### src/rtl/load_store_unit.sv
// load_store_unit
//   Memory-access stage behind the ALU. Accepts one load/store from EX, issues a
//   single word-aligned data-memory request with byte enables, waits for grant
//   (and read data for loads), extends the loaded value and presents a
//   write-back result to the register-file stage. req_ready stalls EX while an
//   operation is in flight.
//
//   Parameters : TIMEOUT_CYCLES - cycles allowed in REQ+WAIT_R before a bus
//                timeout error (1 .. 65535).
//   Build macro: LSU_MISALIGN_TRAP_EN - when defined, misaligned half/word
//                accesses fault with err_code 01 and never reach memory; when
//                undefined, the low address bits a width cannot use are ignored.
//
//   Ports:
//     clk, rst_n                      clock, asynchronous active-low reset
//     req_valid/req_ready             EX handshake
//     req_is_store, req_funct3,
//     req_addr, req_wdata, req_rd     operation descriptor
//     mem_req/mem_gnt                 memory request handshake
//     mem_we, mem_addr, mem_be,
//     mem_wdata                       request attributes (stable until grant)
//     mem_rvalid, mem_rdata           read response
//     done, wb_we, wb_rd, wb_data     completion pulse and write-back
//     err, err_code                   fault flag (with done) and cause
//                                     (00 none, 01 misaligned, 10 illegal
//                                     funct3, 11 bus timeout)

module load_store_unit #(
  parameter int unsigned TIMEOUT_CYCLES = 255
) (
  input  logic        clk,
  input  logic        rst_n,
  input  logic        req_valid,
  input  logic        req_is_store,
  input  logic [2:0]  req_funct3,
  input  logic [31:0] req_addr,
  input  logic [31:0] req_wdata,
  input  logic [4:0]  req_rd,
  output logic        req_ready,
  output logic        mem_req,
  output logic        mem_we,
  output logic [31:0] mem_addr,
  output logic [3:0]  mem_be,
  output logic [31:0] mem_wdata,
  input  logic        mem_gnt,
  input  logic        mem_rvalid,
  input  logic [31:0] mem_rdata,
  output logic        done,
  output logic        wb_we,
  output logic [4:0]  wb_rd,
  output logic [31:0] wb_data,
  output logic        err,
  output logic [1:0]  err_code
);

  typedef enum logic [1:0] {IDLE, REQ, WAIT_R, DONE} state_t;

  localparam logic [15:0] TO_LAST = 16'(TIMEOUT_CYCLES - 1);

  state_t      state_q, state_d;
  logic        is_store_q, is_store_d;
  logic [2:0]  funct3_q, funct3_d;
  logic [31:0] addr_q, addr_d;
  logic [3:0]  be_q, be_d;
  logic [31:0] wdata_q, wdata_d;
  logic [4:0]  rd_q, rd_d;
  logic [15:0] cnt_q, cnt_d;
  logic        err_q, err_d;
  logic [1:0]  err_code_q, err_code_d;
  logic [31:0] wb_data_q, wb_data_d;
  logic [4:0]  wb_rd_q, wb_rd_d;

  // Accept-time decode
  logic        illegal;
  logic        misalign;
  logic [3:0]  be_n;
  logic [31:0] wdata_n;

  always_comb begin
    illegal = (req_funct3 == 3'b011) || (req_funct3[2:1] == 2'b11) ||
              (req_is_store && req_funct3[2]);
`ifdef LSU_MISALIGN_TRAP_EN
    case (req_funct3[1:0])
      2'b01:   misalign = req_addr[0];
      2'b10:   misalign = (req_addr[1:0] != 2'b00);
      default: misalign = 1'b0;
    endcase
`else
    misalign = 1'b0;
`endif
    case (req_funct3[1:0])
      2'b00: begin
        be_n    = 4'b0001 << req_addr[1:0];
        wdata_n = {4{req_wdata[7:0]}};
      end
      2'b01: begin
        be_n    = req_addr[1] ? 4'b1100 : 4'b0011;
        wdata_n = {2{req_wdata[15:0]}};
      end
      default: begin
        be_n    = 4'b1111;
        wdata_n = req_wdata;
      end
    endcase
  end

  // Load extraction from the returned word
  logic [7:0]  rbyte;
  logic [15:0] rhalf;
  logic [31:0] ext;

  always_comb begin
    case (addr_q[1:0])
      2'b00:   rbyte = mem_rdata[7:0];
      2'b01:   rbyte = mem_rdata[15:8];
      2'b10:   rbyte = mem_rdata[23:16];
      default: rbyte = mem_rdata[31:24];
    endcase
    rhalf = addr_q[1] ? mem_rdata[31:16] : mem_rdata[15:0];
    case (funct3_q)
      3'b000:  ext = {{24{rbyte[7]}}, rbyte};
      3'b001:  ext = {{16{rhalf[15]}}, rhalf};
      3'b100:  ext = {24'd0, rbyte};
      3'b101:  ext = {16'd0, rhalf};
      default: ext = mem_rdata;
    endcase
  end

  always_comb begin
    state_d    = state_q;
    is_store_d = is_store_q;
    funct3_d   = funct3_q;
    addr_d     = addr_q;
    be_d       = be_q;
    wdata_d    = wdata_q;
    rd_d       = rd_q;
    cnt_d      = cnt_q;
    err_d      = err_q;
    err_code_d = err_code_q;
    wb_data_d  = wb_data_q;
    wb_rd_d    = wb_rd_q;

    case (state_q)
      IDLE: begin
        if (req_valid) begin
          is_store_d = req_is_store;
          funct3_d   = req_funct3;
          addr_d     = req_addr;
          be_d       = be_n;
          wdata_d    = wdata_n;
          rd_d       = req_rd;
          cnt_d      = '0;
          if (illegal) begin
            state_d    = DONE;
            err_d      = 1'b1;
            err_code_d = 2'b10;
            wb_rd_d    = req_rd;
          end else if (misalign) begin
            state_d    = DONE;
            err_d      = 1'b1;
            err_code_d = 2'b01;
            wb_rd_d    = req_rd;
          end else begin
            state_d = REQ;
            err_d   = 1'b0;
          end
        end
      end
      REQ: begin
        // A grant in the expiry cycle still counts as progress.
        if (mem_gnt) begin
          if (is_store_q) begin
            state_d    = DONE;
            err_code_d = 2'b00;
            wb_rd_d    = rd_q;
          end else begin
            state_d = WAIT_R;
            cnt_d   = cnt_q + 16'd1;
          end
        end else if (cnt_q == TO_LAST) begin
          state_d    = DONE;
          err_d      = 1'b1;
          err_code_d = 2'b11;
          wb_rd_d    = rd_q;
        end else begin
          cnt_d = cnt_q + 16'd1;
        end
      end
      WAIT_R: begin
        if (mem_rvalid) begin
          state_d    = DONE;
          wb_data_d  = ext;
          err_code_d = 2'b00;
          wb_rd_d    = rd_q;
        end else if (cnt_q == TO_LAST) begin
          state_d    = DONE;
          err_d      = 1'b1;
          err_code_d = 2'b11;
          wb_rd_d    = rd_q;
        end else begin
          cnt_d = cnt_q + 16'd1;
        end
      end
      DONE: begin
        state_d = IDLE;
      end
      default: state_d = IDLE;
    endcase
  end

  always_ff @(posedge clk or negedge rst_n) begin
    if (!rst_n) begin
      state_q    <= IDLE;
      is_store_q <= 1'b0;
      funct3_q   <= '0;
      addr_q     <= '0;
      be_q       <= '0;
      wdata_q    <= '0;
      rd_q       <= '0;
      cnt_q      <= '0;
      err_q      <= 1'b0;
      err_code_q <= '0;
      wb_data_q  <= '0;
      wb_rd_q    <= '0;
    end else begin
      state_q    <= state_d;
      is_store_q <= is_store_d;
      funct3_q   <= funct3_d;
      addr_q     <= addr_d;
      be_q       <= be_d;
      wdata_q    <= wdata_d;
      rd_q       <= rd_d;
      cnt_q      <= cnt_d;
      err_q      <= err_d;
      err_code_q <= err_code_d;
      wb_data_q  <= wb_data_d;
      wb_rd_q    <= wb_rd_d;
    end
  end

  // req_ready is gated by rst_n so every output reads 0 while reset is held.
  assign req_ready = rst_n && (state_q == IDLE);
  assign mem_req   = (state_q == REQ);
  assign mem_we    = mem_req && is_store_q;
  assign mem_addr  = {addr_q[31:2], 2'b00};
  assign mem_be    = be_q;
  assign mem_wdata = wdata_q;
  assign done      = (state_q == DONE);
  assign err       = done && err_q;
  assign wb_we     = done && !is_store_q && !err_q;
  assign wb_rd     = wb_rd_q;
  assign wb_data   = wb_data_q;
  assign err_code  = err_code_q;

endmodule
### config.mk
export PLATFORM = sky130hd
export DESIGN_NAME = load_store_unit
export DESIGN_NICKNAME = d
export VERILOG_FILES = /design/src/rtl/load_store_unit.sv
export SDC_FILE = /design/constraint.sdc
export NUM_CORES = 1
export LEC_CHECK = 0
export ABC_AREA = 1
export BUFFER_PORTS_ARGS = -buffer_cell sky130_fd_sc_hd__buf_2
export CAP_MARGIN = 20
export CORE_AREA = 8 8 203 108
export CTS_CLUSTER_DIAMETER = 30
export DETAILED_ROUTE_END_ITERATION = 16
export DIE_AREA = 0 0 211 116
export HOLD_SLACK_MARGIN = 0.03
export PLACE_DENSITY = 0.72
export SYNTH_ARGS = -nofsm -noshare
export SYNTH_HDL_FRONTEND = slang
export SYNTH_SLANG_ARGS = --single-unit
export TNS_END_PERCENT = 20
### constraint.sdc
create_clock -name clk -period 1.7 [get_ports clk]
set_clock_uncertainty 0.15 [all_clocks]
set_input_delay 0.425 -clock clk [delete_from_list [all_inputs] [get_ports clk]]
set_output_delay 0.425 -clock clk [all_outputs]
set_load 0.02 [all_outputs]
==> results.md <==
* Status: finished with violations
* Violated checks: negative setup slack
* WL per Instance at about 18 um
* Global route total overflow at 0
* Drt initial violations at slightly above 600
* Final slew viol count at 0
* Largest net degree at the start of global routing at 100
* Routed vias/inst at 4.981
* Nets at 1406
* Worst VDD drop at approximately 0.9 mV
* Switching Share at 45.68%
* Flops & latches, synth at 135
* Reg-to-reg slack, setup at -300 ps
* Fin util at ~57%
* CTS tree: yes
* Most common flop cell mapped by yosys: dfrtp_1
* Worst setup margin at -364.6 ps
* Ant. Diodes at 0
* Switch Pwr at 0.009752 W
* Post-synth EDFFs at 0
* Peak Freq at 484.4 MHz
* Vias in the first global route at ~7500
* Layout cells sized above 1 at 39.08%
* Internal Power at 0.01160 W
* 1st-pass router iterations at 5
* GRT Util Overall at 22.14%
* Pre-CTS setup slack at -232.4 ps
* Initial Utilization at 39.17%
* I/O pins at 223
* Final HPWL DP at slightly below 20000 um
* Final hold vios at 0
* Most frequent cells after synthesis: nand2_1, dfrtp_1, inv_1
* Ys Warns at 0
* Avg Cell Area, Syn at 7.404 sq um
* Initial antenna violation count at 3
* Mapped Area at approximately 7500 sq um
* Most area-consuming cells after synthesis: dfrtp_1, nand2_1, o21ai_0
* Core Box Area at 19050 sq um
* Most common cell in the synthesized netlist: nand2_1
* Crit Path Max Fanout at 3
* Count of distinct cell types in the synthesized netlist at 42
* RSZ-0062 raised after global routing: yes
* Post-synth top area cell: dfrtp_1
* Clock share of power at 16.3%
* Worst setup EP type: output pin
* First-pass GRT wire length at around 42000 um
* Fin cells at between 1500 and 2000
* Critical Path RT at 1120 ps
* IO buf count at 220
* Setup crit start kind: register
* Final min period at 2065 ps
* Post-synth top area share at 45.26%
* Register share of total power at 26.1%
* Inserted Clock Buffers at 17
* Critical Path AT at 1490 ps
* Die Y at 116 um
* Post-Place Cells at 1496
* H-tree levels at 4
* Clock Path Buffers at 2
* Type of the worst setup path: register to output pin
* Post-synth ARST share at 100.0%
* Via count at 7801
* Worst Tran Pin Value at about 560 ps
* Die area at roughly 24000 sq um
* Skew-Pair Late Insertion Delay at 420 ps
* Tcrit/Tclk final at 121.4%
* Seq/Total Area, Yosys at 45.26%
* P per Cell Area at 1977 nW/um^2
* ANT nets after route at 0
* Routed WL at roughly 28000 um
* Worst slew margin at a little over three fifths
* Num rows at 36
* Gate power share at between 50 and 60%
* Num Clock Sinks at 135
* Final setup fails at 137
* Max-Cap Viols at 0
* P_leak at between 5 and 6 nW
* DRC at 0
* Gp weighted congestion at 0.9821
* DIE WIDTH at between 200 and 250 um
* Synth Instances at 1008
* Worst min-delay path class: input pin to register
* Setup total negative slack at -21290 ps
* Worst-path clk slew at about 60 ps
* Clock root buffer: clkbuf_16
* Area Overhead vs Synth at 44.73%
critical path, cell delays in order, from the launching register on:
cell and delay [ps]:
dfrtp_1 420, buf_6 130, ha_4 130, buf_6 100
inv_2 30, nor3_2 90, buf_4 160
power by group through the flow:
| stage | Clock, W | Combinational, W | Sequential, W |
|---|---|---|---|
| 2_1_floorplan | 0 | 0.00552 | 0.00635 |
| 3_3_place_gp | 0 | 0.00948 | 0.00549 |
| 5_1_grt | 0.00366 | 0.0132 | 0.00575 |
| 4_1_cts | 0.00352 | 0.0114 | 0.00552 |
| 3_5_place_dp | 0 | 0.00961 | 0.00548 |
| 6_report | 0.00347 | 0.0123 | 0.00557 |
final cells by class:
type,count,area (sq um)
tap,266,332.8
multi-input combinational,712,3756
timing repair inverter,1,8.758
fill,1701,8252
clock buffer,18,429.2
inverter,85,352.8
clock inverter,12,106.4
timing repair buffer,337,2434
sequential,135,3382
path summary, 6_finish.rpt:
| kind | start | to | cells past startpoint |
|---|---|---|---|
| max in group asynchronous | rst_n | addr_q[0] | 3 |
| worst max-delay path | state_q[1] | wb_we | 6 |
| worst min register to register | mem_wdata[6] | mem_wdata[6] | 2 |
| min in group asynchronous | rst_n | state_q[1] | 3 |
| worst max register to register | state_q[1] | cnt_q[14] | 11 |
| worst min-delay path | req_addr[19] | addr_q[19] | 3 |
cells by family after synthesis:
family,count (synthesis),share of synthesized area [%]
buffers and inverters,162,10.44
AO/OA/AOI/OAI,151,12.74
adder cells (fa/ha/maj),7,1.173
flip-flops,135,45.26
AND/OR/NAND/NOR,548,29.86
other,1,0.05025
XOR/XNOR,4,0.4695
stage by stage:
step           cell area [sq um]  total power [W]  hold WS (ps)
6_report                   10800          0.02135         46.00
5_1_grt                    10800          0.02261         47.85
2_1_floorplan               7486          0.01187        -20.59
3_3_place_gp                9124          0.01497         308.5
3_5_place_dp                9124          0.01509         310.2
4_1_cts                    10450          0.02042         31.62
flip-flops by register name, summed over array words and instances (netlist names), 3 cells and up:
signal     cells
mem_be         4
wb_rd          5
rd_q           5
funct3_q       3
mem_wdata     32
addr_q        32
wb_data       32
cnt_q         16
cell usage in the layout (no fill, tap or decap), types with 4 or more instances in the layout:
| cell | n |
|---|---|
| buf_16 | 7 |
| nor2_2 | 15 |
| nand2_2 | 34 |
| o21ai_0 | 37 |
| nand3_1 | 32 |
| nand2_4 | 7 |
| clkinv_2 | 5 |
| buf_2 | 214 |
| nor2_4 | 9 |
| inv_2 | 12 |
| nor2_1 | 52 |
| clkinvlp_4 | 4 |
| buf_4 | 74 |
| o21bai_2 | 9 |
| buf_12 | 11 |
| nand3_2 | 16 |
| clkbuf_16 | 18 |
| inv_1 | 66 |
| o211ai_1 | 16 |
| buf_6 | 25 |
| o21bai_1 | 9 |
| ha_4 | 5 |
| dfrtp_1 | 132 |
| o21ai_1 | 32 |
| a21oi_1 | 26 |
| nand2_1 | 368 |
| a21oi_2 | 9 |
per-layer routing:
metal | share of wire [%] | wire, um | vias up | global-route usage [%]
met3 | 11 | 3208 | 33 | 7.694
met4 | 0.86 | 243 | 4 | 4.035
met5 | 0.092 | 26 | - | 0
met1 | 46 | 13040 | 3637 | 32.12
li1 | - | - | 3704 | -
met2 | 42 | 11730 | 423 | 31.32
timing repair:
action                                 4_1_cts  5_1_grt
endpoints found under the hold margin      135        0
gates resized for setup                    128       76
buffers inserted                            20       10
hold buffers                                 1        0
pin swaps                                   31       38
setup endpoints to repair                   99      138
gates cloned                                 8        1
Power figures use the tool's default switching activity.
